$ cat config.mk
export PLATFORM = sky130hd
export DESIGN_NAME = bcd_serial_adder
export DESIGN_NICKNAME = d
export VERILOG_FILES = /design/src/rtl/bcd_pkg.sv /design/src/rtl/bcd_digit_add.sv /design/src/rtl/bcd_serial_adder.sv
export SDC_FILE = /design/constraint.sdc
export NUM_CORES = 1
export LEC_CHECK = 0
export CAP_MARGIN = 20
export CORE_ASPECT_RATIO = 1.1
export CORE_MARGIN = 5
export CORE_UTILIZATION = 40
export CTS_CLUSTER_SIZE = 20
export DETAILED_ROUTE_END_ITERATION = 8
export PLACE_DENSITY_LB_ADDON = 0.05
export SYNTH_ARGS = -nofsm -noshare
export SYNTH_HDL_FRONTEND = slang
export SYNTH_SLANG_ARGS = --single-unit
$ cat constraint.sdc
create_clock -name clk -period 10.9 [get_ports clk]
set_clock_uncertainty 0.05 [all_clocks]
set_input_delay 3.27 -clock clk [delete_from_list [all_inputs] [get_ports clk]]
set_output_delay 3.27 -clock clk [all_outputs]
set_load 0.01 [all_outputs]
$ cat src/rtl/bcd_pkg.sv
// Shared types and constants for the digit-serial BCD adder.
package bcd_pkg;

   typedef enum logic [1:0] {
      IDLE = 2'd0,
      ADD  = 2'd1,
      DONE = 2'd2
   } state_t;

   localparam int unsigned         DIGIT_W   = 4;
   localparam logic [DIGIT_W-1:0]  BCD_MAX   = 4'd9;
   localparam logic [DIGIT_W:0]    BCD_RADIX = 5'd10;

   function automatic logic digit_bad(input logic [DIGIT_W-1:0] d);
      return d > BCD_MAX;
   endfunction

endpackage

$ cat src/rtl/bcd_digit_add.sv
// One-digit BCD add with decimal correction; raw binary sum is exposed for the
// downstream tens/ones splitter.
module bcd_digit_add
   import bcd_pkg::*;
(
   input  logic [DIGIT_W-1:0] a_d,
   input  logic [DIGIT_W-1:0] b_d,
   input  logic               c_in,
   output logic [DIGIT_W:0]   raw,
   output logic [DIGIT_W-1:0] digit,
   output logic               c_out,
   output logic               bad
);

   // Operands are extended to 5 bits so even two invalid digits (15+15+1) fit.
   assign raw   = {1'b0, a_d} + {1'b0, b_d} + {{DIGIT_W{1'b0}}, c_in};
   assign c_out = raw > {1'b0, BCD_MAX};
   assign digit = c_out ? DIGIT_W'(raw - BCD_RADIX) : raw[DIGIT_W-1:0];
   assign bad   = digit_bad(a_d) | digit_bad(b_d);

endmodule

$ cat src/rtl/bcd_serial_adder.sv
// Digit-serial multi-digit BCD adder, least-significant digit first, with a
// start/done handshake and a single shared digit adder.
module bcd_serial_adder
   import bcd_pkg::*;
#(
   parameter int DIGITS = 2
) (
   input  logic                          clk,
   input  logic                          reset,
   input  logic                          start,
   input  logic [DIGIT_W*DIGITS-1:0]     a,
   input  logic [DIGIT_W*DIGITS-1:0]     b,
   input  logic                          cin,
   output logic                          busy,
   output logic                          done,
   output logic [DIGIT_W*DIGITS-1:0]     sum,
   output logic                          cout,
   output logic                          invalid,
   output logic [DIGIT_W:0]              digit_raw,
   output logic [$clog2(DIGITS):0]       digit_idx
);

   localparam int IW = $clog2(DIGITS) + 1;
   localparam int W  = DIGIT_W * DIGITS;

   state_t            state_q, state_d;
   logic [IW-1:0]     idx_q, idx_d;
   logic [W-1:0]      opa_q, opa_d, opb_q, opb_d, sum_q, sum_d;
   logic              carry_q, carry_d, cout_q, cout_d, invalid_q, invalid_d;

   logic [DIGIT_W-1:0] cur_a, cur_b, dig;
   logic [DIGIT_W:0]   raw;
   logic               c_out, bad, any_bad;

   assign cur_a = opa_q[int'(idx_q)*DIGIT_W +: DIGIT_W];
   assign cur_b = opb_q[int'(idx_q)*DIGIT_W +: DIGIT_W];

   bcd_digit_add u_digit (
      .a_d   (cur_a),
      .b_d   (cur_b),
      .c_in  (carry_q),
      .raw   (raw),
      .digit (dig),
      .c_out (c_out),
      .bad   (bad)
   );

   always_comb begin
      any_bad = 1'b0;
      for (int i = 0; i < DIGITS; i++) begin
         any_bad = any_bad | digit_bad(a[i*DIGIT_W +: DIGIT_W])
                           | digit_bad(b[i*DIGIT_W +: DIGIT_W]);
      end
   end

   always_comb begin
      state_d   = state_q;
      idx_d     = idx_q;
      opa_d     = opa_q;
      opb_d     = opb_q;
      carry_d   = carry_q;
      sum_d     = sum_q;
      cout_d    = cout_q;
      invalid_d = invalid_q;
      case (state_q)
         IDLE: begin
            if (start) begin
               state_d   = ADD;
               idx_d     = '0;
               opa_d     = a;
               opb_d     = b;
               carry_d   = cin;
               sum_d     = '0;
               cout_d    = 1'b0;
               invalid_d = any_bad;
            end
         end
         ADD: begin
            sum_d[int'(idx_q)*DIGIT_W +: DIGIT_W] = dig;
            carry_d   = c_out;
            invalid_d = invalid_q | bad;
            if (idx_q == IW'(DIGITS - 1)) begin
               cout_d  = c_out;
               state_d = DONE;
            end else begin
               idx_d = idx_q + 1'b1;
            end
         end
         DONE:    state_d = IDLE;
         default: state_d = IDLE;
      endcase
   end

   // Operand registers are left out of reset; they are always reloaded on accept.
   always_ff @(posedge clk) begin
      opa_q   <= opa_d;
      opb_q   <= opb_d;
      carry_q <= carry_d;
      if (reset) begin
         state_q   <= IDLE;
         idx_q     <= '0;
         sum_q     <= '0;
         cout_q    <= 1'b0;
         invalid_q <= 1'b0;
      end else begin
         state_q   <= state_d;
         idx_q     <= idx_d;
         sum_q     <= sum_d;
         cout_q    <= cout_d;
         invalid_q <= invalid_d;
      end
   end

   assign busy      = (state_q == ADD);
   assign done      = (state_q == DONE);
   assign sum       = sum_q;
   assign cout      = cout_q;
   assign invalid   = invalid_q;
   assign digit_raw = busy ? raw : '0;
   assign digit_idx = busy ? idx_q : '0;

endmodule

==> summary.txt, run 1 <==
asr flop ratio synth: 0
Pre-antenna DRT Iters: 5
design area: 0.002178 sq mm
slowest CP cell: dfxtp_1
Peak VDD IR: 0.00007591 V
share of cells above drive strength 1: 0.08867
met1 usage: 0.1639
Worst setup EP type: primary output
Worst-path clk slew: 0.07 ns
Seq/Total Area, Yosys: 0.4839
vias: 1,371
Final Util: 0.5496
RSZ-0062 raised after global routing: false
Seq cells post-synth: 31
first-pass GRT wire length: 6.230 mm
crit-path leading delay family: adder cells
Synth Warn #: 0
Total Routed Length: 3.699 mm
Total Power: 0.3779 mW
via density per instance: 5.376
Port-buffer cells: 38
Setup WS pre-CTS: 4.438 ns
Fill cells: 369
kind of launch point of the worst setup path: flip-flop
critical path data arrival time: 3.43 ns
pwr dens: 173.5 mW/mm^2
DRT iter0 DRCs: 103
status: finished, final reports clean
Worst Setup SP: idx_q[0]$_SDFFE_PP0P_
GR Layer Usage met2: 0.2532
period utilisation layout: 0.6191
Routed Antenna Nets: 0
CTS Root Cell: clkbuf_8
vias in the first global route: 1,328
final worst slack: 4.152 ns
Max-Cap Viols: 0
layer with the highest usage: met2
dpl hpwl: 2.912 mm
Fin Setup TNS: 0 ns
# rows: 24
maximum buffer depth of the clock tree: 2
hold slack: 0.4174 ns
CTS sink count: 31
die height: 77.04 microns
max frequency: 148.2 MHz
syn nets: 191
number of synthesized flops with an enable pin: 17
drt wl/cell: 14.51 microns
max-slew violations: 0
Hold Crit Start: sum[7]$_SDFFE_PP0P_
H-tree levels: 2
Num CTS Buffers: 5
non-filler cells, final: 255
Starting Density: 0.4122
total grt overflow: 0
gp weighted congestion: 0.8093
largest net degree at the start of global routing: 19
nets@finish: 231
data required time of the worst path: 7.58 ns
delay of the slowest cell on the worst path: 0.76 ns
Crit. path cell count: 8
synth unique cells: 38
reg2reg start: idx_q[0]$_SDFFE_PP0P_
Core ar.: 0.003964 sq mm
Total GRT Usage: 0.1459
Mapped Cells: 162
antenna cells: 0
slew margin rel.: 0.5467
# setup viols final: 0
clk_lat worst skew: 0.28 ns
Post-CTS Setup Inserts: 0
Worst Reg-to-Reg Cells: 10
Syn-to-layout area delta: 33.31%
width of the die: 70.94 microns
Setup CP Type: reg2out
CP Max Fanout: 17
# IOs: 39
Post-DP Area: 0.002061 sq mm
TritonCTS clock tree: done
footprint of the multi-input gates: 790.8 sq um
initial antenna violation count: 0
worst hold stages: 1
register area: 790.8 sq um
met3 Use GR: 0.04314
hold-fix buffers at CTS: 0
Syn Area/Cell: 10.09 sq um
final hold vios: 0
Worst Hold Class: reg2reg
crit path cell chain: mux2i_1 -> nor2_1 -> fa_1 -> fa_1 -> a21o_2 -> a21oi_2 -> nor2_1 -> clkdlybuf4s50_1
Synth Flop Type: edfxtp_1
P_leak: 0.8054 nW
Resize count post-CTS: 0
pin slew with the least headroom to its limit: 0.6790 ns
Post-Place Cells: 247
worst path bufs/invs: 1
area of the mapped netlist: 0.001634 sq mm
detailed-route DRC error count: 0
die area: 0.005465 sq mm
post-layout min period: 6.748 ns
[registers in the layout (all words and copies together), names as in the netlist]
register	count
cout	1
sum	8
state_q	2
opb_q	8
opa_q	8
carry_q	1
invalid	1
idx_q	2
[layer usage]
layer | up-vias | wire [microns]
li1 | 671 | -
met1 | 638 | 1467
met2 | 55 | 1936
met3 | 7 | 231
met4 | 0 | 64
met5 | - | 0
[placed cells by master, fill, tap and decap left out, types with 2 or more instances in the layout]
cell / n
inv_1: 7
o21ai_0: 5
and2_1: 2
a32o_1: 2
nand2b_1: 3
nor2_1: 30
fa_1: 2
o2bb2ai_1: 2
nor3_1: 6
ha_1: 7
clkbuf_8: 6
a22oi_1: 3
a21oi_1: 9
dfxtp_1: 14
a32oi_1: 3
and3_1: 2
nand2_1: 12
nand3_1: 3
clkdlybuf4s50_1: 38
edfxtp_1: 17
mux2i_1: 10
[cells in the mapped netlist (5+ instances only)]
master,instances,share of area
inv_1,7,0.016
mux2i_1,10,0.061
o21ai_0,5,0.015
dfxtp_1,14,0.17
a21oi_1,9,0.028
nor3_1,6,0.018
ha_1,7,0.054
edfxtp_1,17,0.31
nor2_1,30,0.069
nand2_1,12,0.028
[power breakdown]
| group | switching, mW | internal (mW) |
|---|---|---|
| clock | 0.0434 | 0.0739 |
| combinational | 0.0662 | 0.0551 |
| sequential | 0.00629 | 0.133 |
| total | 0.116 | 0.262 |
[layout make-up]
class                           instances  area share
Inverter                                7     0.01206
Timing Repair Buffer                   39      0.1781
Sequential cell                        31      0.3630
Clock inverter                          2     0.01608
Clock buffer                            6     0.03791
Multi-Input combinational cell        118      0.3630
Tap cell                               52     0.02987
[worst paths after layout]
check,to,slack (ns)
worst max-delay path,digit_raw[4],4.15
worst min-delay path,sum[7]$_SDFFE_PP0P_,0.42
worst max register to register,sum[6]$_SDFFE_PP0P_,7.16
worst min register to register,sum[7]$_SDFFE_PP0P_,0.42
[cell families after synthesis]
logic type / after synthesis / synth area share
adder cells (fa/ha/maj): 9 / 0.07810
buffers and inverters: 13 / 0.03216
flip-flops: 31 / 0.4839
multiplexers: 10 / 0.06126
AND/OR/NAND/NOR: 64 / 0.1754
XOR/XNOR: 1 / 0.009957
AO/OA/AOI/OAI: 34 / 0.1593
Power figures use the tool's default switching activity.
==> inputs of run 2 (changes only) <==
==> constraint.sdc (replaced) <==
create_clock -name clk -period 5.94 [get_ports clk]
set_clock_uncertainty 0.05 [all_clocks]
set_input_delay 1.782 -clock clk [delete_from_list [all_inputs] [get_ports clk]]
set_output_delay 1.782 -clock clk [all_outputs]
set_load 0.01 [all_outputs]
==> run 2 against run 1 <==
Wire length grew 0.95%. First-iteration DRC count shrank 9.7%. Worst hold slack gained 0.0061 ns. Cell count grew 0.39%. Clock power grew 32%. Combinational power grew 89%. Critical path depth is the same. Die area is the same. Register-to-register slack lost 4.6 ns. Global-route usage grew 0.17 points. Largest power group unchanged.
==> summary.txt, run 2 (synthesized netlist as in run 1, its figures left out) <==
nets@finish: 232 (+0.43%)
vias in the first global route: 1,375 (+3.5%)
maximum buffer depth of the clock tree: 2 (unchanged)
post-layout min period: 4.826 ns
detailed-route DRC error count: 0 (unchanged)
Setup CP Type: reg2out
via density per instance: 5.371 (-0.10%)
largest net degree at the start of global routing: 19 (unchanged)
commonest non-fill, non-tap cell in the layout: clkdlybuf4s50_1
first-pass GRT wire length: 6.279 mm (+0.79%)
Fin Setup TNS: 0 ns (unchanged)
gp weighted congestion: 0.8229 (+1.7%)
critical path data arrival time: 2.99 ns (-0.44 ns)
clk_lat worst skew: 0.28 ns (about the same)
Num CTS Buffers: 5 (unchanged)
Worst Hold Class: reg2reg
Syn-to-layout area delta: 31.55%
dpl hpwl: 2.919 mm (+0.26%)
slowest CP cell: clkdlybuf4s50_1
Pre-antenna DRT Iters: 4 (-1)
pin slew with the least headroom to its limit: 0.6724 ns (-0.006579 ns)
antenna cells: 0 (unchanged)
die height: 77.04 microns (unchanged)
met3 WL: 230 microns (-0.43%)
status: finished, final reports clean
# rows: 24 (unchanged)
RSZ-0062 raised after global routing: false
pwr dens: 296.0 mW/mm^2 (+71%)
total grt overflow: 0 (unchanged)
Post-CTS Setup Inserts: 0 (unchanged)
crit path cell chain: mux2i_1 -> nor2_1 -> fa_1 -> fa_1 -> a21o_2 -> a21oi_2 -> nor2_1 -> clkdlybuf4s50_1
M1 WL: 1.485 mm (+1.2%)
Hold Crit Start: sum[7]$_SDFFE_PP0P_
slew margin rel.: 0.5483 (+0.001556)
most frequent cells in the layout: clkdlybuf4s50_1 (38), nor2_1 (30), edfxtp_1 (17)
H-tree levels: 2 (unchanged)
vias: 1,375 (+0.29%)
data required time of the worst path: 4.11 ns (-3.47 ns)
initial antenna violation count: 0 (unchanged)
max frequency: 207.2 MHz
Resize count post-CTS: 0 (unchanged)
kind of launch point of the worst setup path: flip-flop
Total Routed Length: 3.734 mm (+0.95%)
Max-Cap Viols: 0 (unchanged)
share of cells above drive strength 1: 0.08333 (-0.005337)
hold slack: 0.4234 ns (+0.006076 ns)
P_leak: 0.7921 nW (-1.6%)
Top Metal Used: met4
die area: 0.005465 sq mm (unchanged)
Peak VDD IR: 0.0001540 V (+100%)
max-slew violations: 0 (unchanged)
Starting Density: 0.4122 (unchanged)
Port-buffer cells: 38 (unchanged)
# setup viols final: 0 (unchanged)
TritonCTS clock tree: done
Worst setup EP type: primary output
# IOs: 39 (unchanged)
CTS Root Cell: clkbuf_8
hold-fix buffers at CTS: 0 (unchanged)
final hold vios: 0 (unchanged)
CP Max Fanout: 9 (-8)
DRT iter0 DRCs: 93 (-9.7%)
Worst Setup SP: idx_q[0]$_SDFFE_PP0P_
Routed Antenna Nets: 0 (unchanged)
Total Power: 0.6362 mW (+68%)
WL met2: 1.965 mm (+1.5%)
width of the die: 70.94 microns (unchanged)
drt wl/cell: 14.59 microns (+0.55%)
CTS sink count: 31 (unchanged)
Total GRT Usage: 0.1476 (+0.001704)
delay of the slowest cell on the worst path: 0.49 ns (-0.27 ns)
period utilisation layout: 0.8125
Core ar.: 0.003964 sq mm (unchanged)
reg2reg start: idx_q[0]$_SDFFE_PP0P_
Worst-path clk slew: 0.06 ns (about the same)
-- run 2: changes by cell type in the layout (fill, tap and decap cells not counted) --
| cell | before | now |
|---|---|---|
| buf_4 | 1 | 2 |
| bufinv_16 | 1 | 0 |
| clkbuf_1 | 0 | 1 |
| clkbuf_8 | 6 | 5 |
| clkinv_1 | 0 | 1 |
-- run 2: final timing paths --
| path | to | slack [ns] | cells past startpoint |
|---|---|---|---|
| worst min register to register | sum[7]$_SDFFE_PP0P_ | 0.42 | 1 |
| worst min-delay path | sum[7]$_SDFFE_PP0P_ | 0.42 | 1 |
| worst max-delay path | digit_raw[4] | 1.11 | 8 |
| worst max register to register | sum[2]$_SDFFE_PP0P_ | 2.59 | 10 |
-- run 2: cell type report --
class	instances	area, sq um
Sequential cell	31	790.8
Timing Repair Buffer	40	395.4
Tap cell	52	65.06
Clock inverter	2	8.758
Fill cell	376	1814
Multi-Input combinational cell	118	790.8
Inverter	7	26.28
Clock buffer	6	72.57
-- run 2: through the flow --
| stage | util | cell area, sq um | instances | setup WS [ns] |
|---|---|---|---|---|
| floorplan | - | 1634 | 162 | 1.520 |
| global placement | 0.5218 | 2068 | 248 | 1.459 |
| CTS | 0.5423 | 2150 | 256 | 1.101 |
| finish | 0.5423 | 2150 | 256 | 1.114 |
| detailed placement | 0.5218 | 2068 | 248 | 1.412 |
| global route | 0.5423 | 2150 | 256 | 0.8984 |
-- run 2: where the power goes --
group | internal, mW | switching (mW) | total, mW
clock network | 0.0803 | 0.0737 | 0.154
registers | 0.244 | 0.00858 | 0.253
logic | 0.102 | 0.127 | 0.229
total | 0.427 | 0.210 | 0.636
-- run 2: worst max-delay path, delay by kind of cell (launching register included) --
family / cells / cell delay [ns]
AO/OA/AOI/OAI: 2 / 0.62
adder cells (fa/ha/maj): 2 / 0.88
buffers and inverters: 1 / 0.49
flip-flops: 1 / 0.38
multiplexers: 1 / 0.19
AND/OR/NAND/NOR: 2 / 0.15
-- run 2: metal layers --
| layer | global-route usage | vias to the layer above |
|---|---|---|
| met1 | 0.1650 | 639 |
| met2 | 0.2514 | 53 |
| met5 | 0 | - |
| met3 | 0.04575 | 7 |
| li1 | - | 676 |
| met4 | 0.07143 | 0 |
==> inputs of run 3 (changes only) <==
==> constraint.sdc (replaced) <==
create_clock -name clk -period 4.3 [get_ports clk]
set_clock_uncertainty 0.05 [all_clocks]
set_input_delay 1.29 -clock clk [delete_from_list [all_inputs] [get_ports clk]]
set_output_delay 1.29 -clock clk [all_outputs]
set_load 0.01 [all_outputs]
==> run 3 against run 2 <==
Clock-buffer cell count unchanged. Wire length is 1.3% higher. Core utilization rose by 1.1 points. Clock power grew 40%. Worst hold slack got worse by 0.015 ns. Via count is 0.87% lower. Power is 41% higher. Sequential power up 39%. Non-clock buffer count up 3. Cell area up 2.1%. Critical path type unchanged. Highest routed layer unchanged.
==> summary.txt, run 3 (synthesized netlist as in run 1, its figures left out) <==
Worst Reg-to-Reg Cells: 10 (unchanged)
Total GRT Usage: 0.1502 (+0.002627)
P_leak: 0.8071 nW (+1.9%)
# setup viols final: 0 (unchanged)
# IOs: 39 (unchanged)
Core ar.: 0.003964 sq mm (unchanged)
Worst-path clk slew: 0.06 ns (about the same)
kind of launch point of the worst setup path: flip-flop
Starting Density: 0.4122 (unchanged)
die height: 77.04 microns (unchanged)
first-pass GRT wire length: 6.458 mm (+2.9%)
largest net degree at the start of global routing: 12 (-7)
worst hold stages: 1 (unchanged)
antenna cells: 0 (unchanged)
max-slew violations: 0 (unchanged)
critical path data arrival time: 2.79 ns (-0.20 ns)
sequential share of power: 0.391 (-0.006)
CTS Root Cell: clkbuf_8
worst path bufs/invs: 2 (+1)
width of the die: 70.94 microns (unchanged)
final hold vios: 0 (unchanged)
vias: 1,363 (-0.87%)
period utilisation layout: 0.9607
Syn-to-layout area delta: 34.30%
Port-buffer cells: 38 (unchanged)
pwr dens: 408.7 mW/mm^2 (+38%)
most frequent cells in the layout: clkdlybuf4s50_1 (38), nor2_1 (30), edfxtp_1 (17)
detailed-route DRC error count: 0 (unchanged)
post-layout min period: 4.131 ns
nets@finish: 235 (+1.3%)
Routed Antenna Nets: 0 (unchanged)
Max-Cap Viols: 0 (unchanged)
switching part of the total: 0.3278 (-0.001693)
CTS sink count: 31 (unchanged)
Peak VDD IR: 0.0001935 V (+26%)
maximum buffer depth of the clock tree: 2 (unchanged)
Num CTS Buffers: 5 (unchanged)
# rows: 24 (unchanged)
CP Max Fanout: 7 (-2)
max frequency: 242.1 MHz
reg2reg start: idx_q[0]$_SDFFE_PP0P_
Post-DP Area: 0.002083 sq mm (+0.73%)
crit-path leading delay family: adder cells
vias in the first global route: 1,421 (+3.3%)
logic gate share of total power: 0.368 (+0.007)
Fin Setup TNS: 0 ns (unchanged)
gp weighted congestion: 0.8097 (-1.6%)
Hold Crit Endpoint: sum[7]$_SDFFE_PP0P_
DRT iter0 DRCs: 99 (+6.5%)
Setup CP Type: reg2out
die area: 0.005465 sq mm (unchanged)
Total Routed Length: 3.783 mm (+1.3%)
data required time of the worst path: 2.96 ns (-1.15 ns)
design area: 0.002195 sq mm (+2.1%)
internal power: 0.6030 mW (+41%)
RSZ-0062 raised after global routing: false
hold-fix buffers at CTS: 0 (unchanged)
Sw Pwr: 0.2940 mW (+40%)
TritonCTS clock tree: done
initial antenna violation count: 0 (unchanged)
H-tree levels: 2 (unchanged)
via density per instance: 5.263 (-2.0%)
Hold Crit Start: sum[7]$_SDFFE_PP0P_
pin slew with the least headroom to its limit: 0.7417 ns (+0.06933 ns)
slowest CP cell: fa_2
total grt overflow: 0 (unchanged)
commonest non-fill, non-tap cell in the layout: clkdlybuf4s50_1
share of cells above drive strength 1: 0.1111 (+0.02778)
CP dominant cell by count: nor2_1
crit path cell chain: mux2i_1 -> nor2_1 -> fa_1 -> fa_2 -> inv_1 -> nor2_1 -> clkdlybuf4s50_1
r2r setup slk: 1.07 ns (-1.52 ns)
Worst setup EP type: primary output
drt wl/cell: 14.61 microns (+0.14%)
clk_lat worst skew: 0.28 ns (about the same)
delay of the slowest cell on the worst path: 0.63 ns (+0.14 ns)
status: finished, final reports clean
dpl hpwl: 2.964 mm (+1.6%)
Worst Hold Class: reg2reg
Worst R2R End: sum[2]$_SDFFE_PP0P_
clock share of power: 0.241 (about the same)
slew margin rel.: 0.5037 (-0.04460)
Pre-antenna DRT Iters: 4 (unchanged)
## run 3: cell count changes in the layout (fill, tap and decap cells not counted), sizes merged
cell	previous run	this run
buf	2	5
## run 3: per-stage QoR
step	util	hold slack, ns	worst slack, ns	power, mW	cells
2_1_floorplan	-	0.4387	0.3717	0.5705	162
3_3_place_gp	0.5256	0.4015	0.3182	0.6662	250
3_5_place_dp	0.5256	0.4004	0.2414	0.6729	250
4_1_cts	0.5464	0.4156	0.02007	0.8917	258
5_1_grt	0.5537	0.4247	0.009933	0.9521	259
6_report	0.5537	0.4085	0.1691	0.8969	259
## run 3: worst max-delay path by stage
stage / from / slack (ns) / cells past startpoint / to
6_report: idx_q[0]$_SDFFE_PP0P_ / 0.17 / 7 / digit_raw[1]
5_1_grt: idx_q[0]$_SDFFE_PP0P_ / 0.01 / 7 / digit_raw[1]
4_1_cts: idx_q[0]$_SDFFE_PP0P_ / 0.02 / 9 / digit_raw[3]
3_5_place_dp: idx_q[0]$_SDFFE_PP0P_ / 0.24 / 9 / digit_raw[3]
3_3_place_gp: idx_q[0]$_SDFFE_PP0P_ / 0.32 / 9 / digit_raw[3]
2_1_floorplan: idx_q[0]$_SDFFE_PP0P_ / 0.37 / 9 / digit_raw[4]
## run 3: routing by layer
metal  GRT usage  share of wire  vias to the layer above
met3     0.04314          0.045                        9
met1      0.1664           0.42                      644
met4     0.06391          0.027                        0
met2      0.2644           0.51                       39
li1            -              -                      671
met5           0              0                        -
## run 3: what timing repair did
item	CTS	global route
pin swaps	0	1
buffers inserted	0	1
resized for setup	1	4
endpoints found under the setup margin	2	2
## run 3: power by group through the flow
stage	clock network, mW	registers, mW	logic, mW
global route	0.233	0.354	0.366
finish	0.216	0.351	0.330
CTS	0.224	0.351	0.317
floorplan	0	0.355	0.215
detailed placement	0	0.358	0.315
global placement	0	0.357	0.309
## run 3: final cells by class
type | count | area (sq um)
clock buffer | 6 | 72.57
clock inverter | 2 | 8.758
fill | 369 | 1769
inverter | 7 | 26.28
multi-input combinational | 118 | 805.8
sequential | 31 | 794.5
tap | 52 | 65.06
timing repair buffer | 43 | 421.7
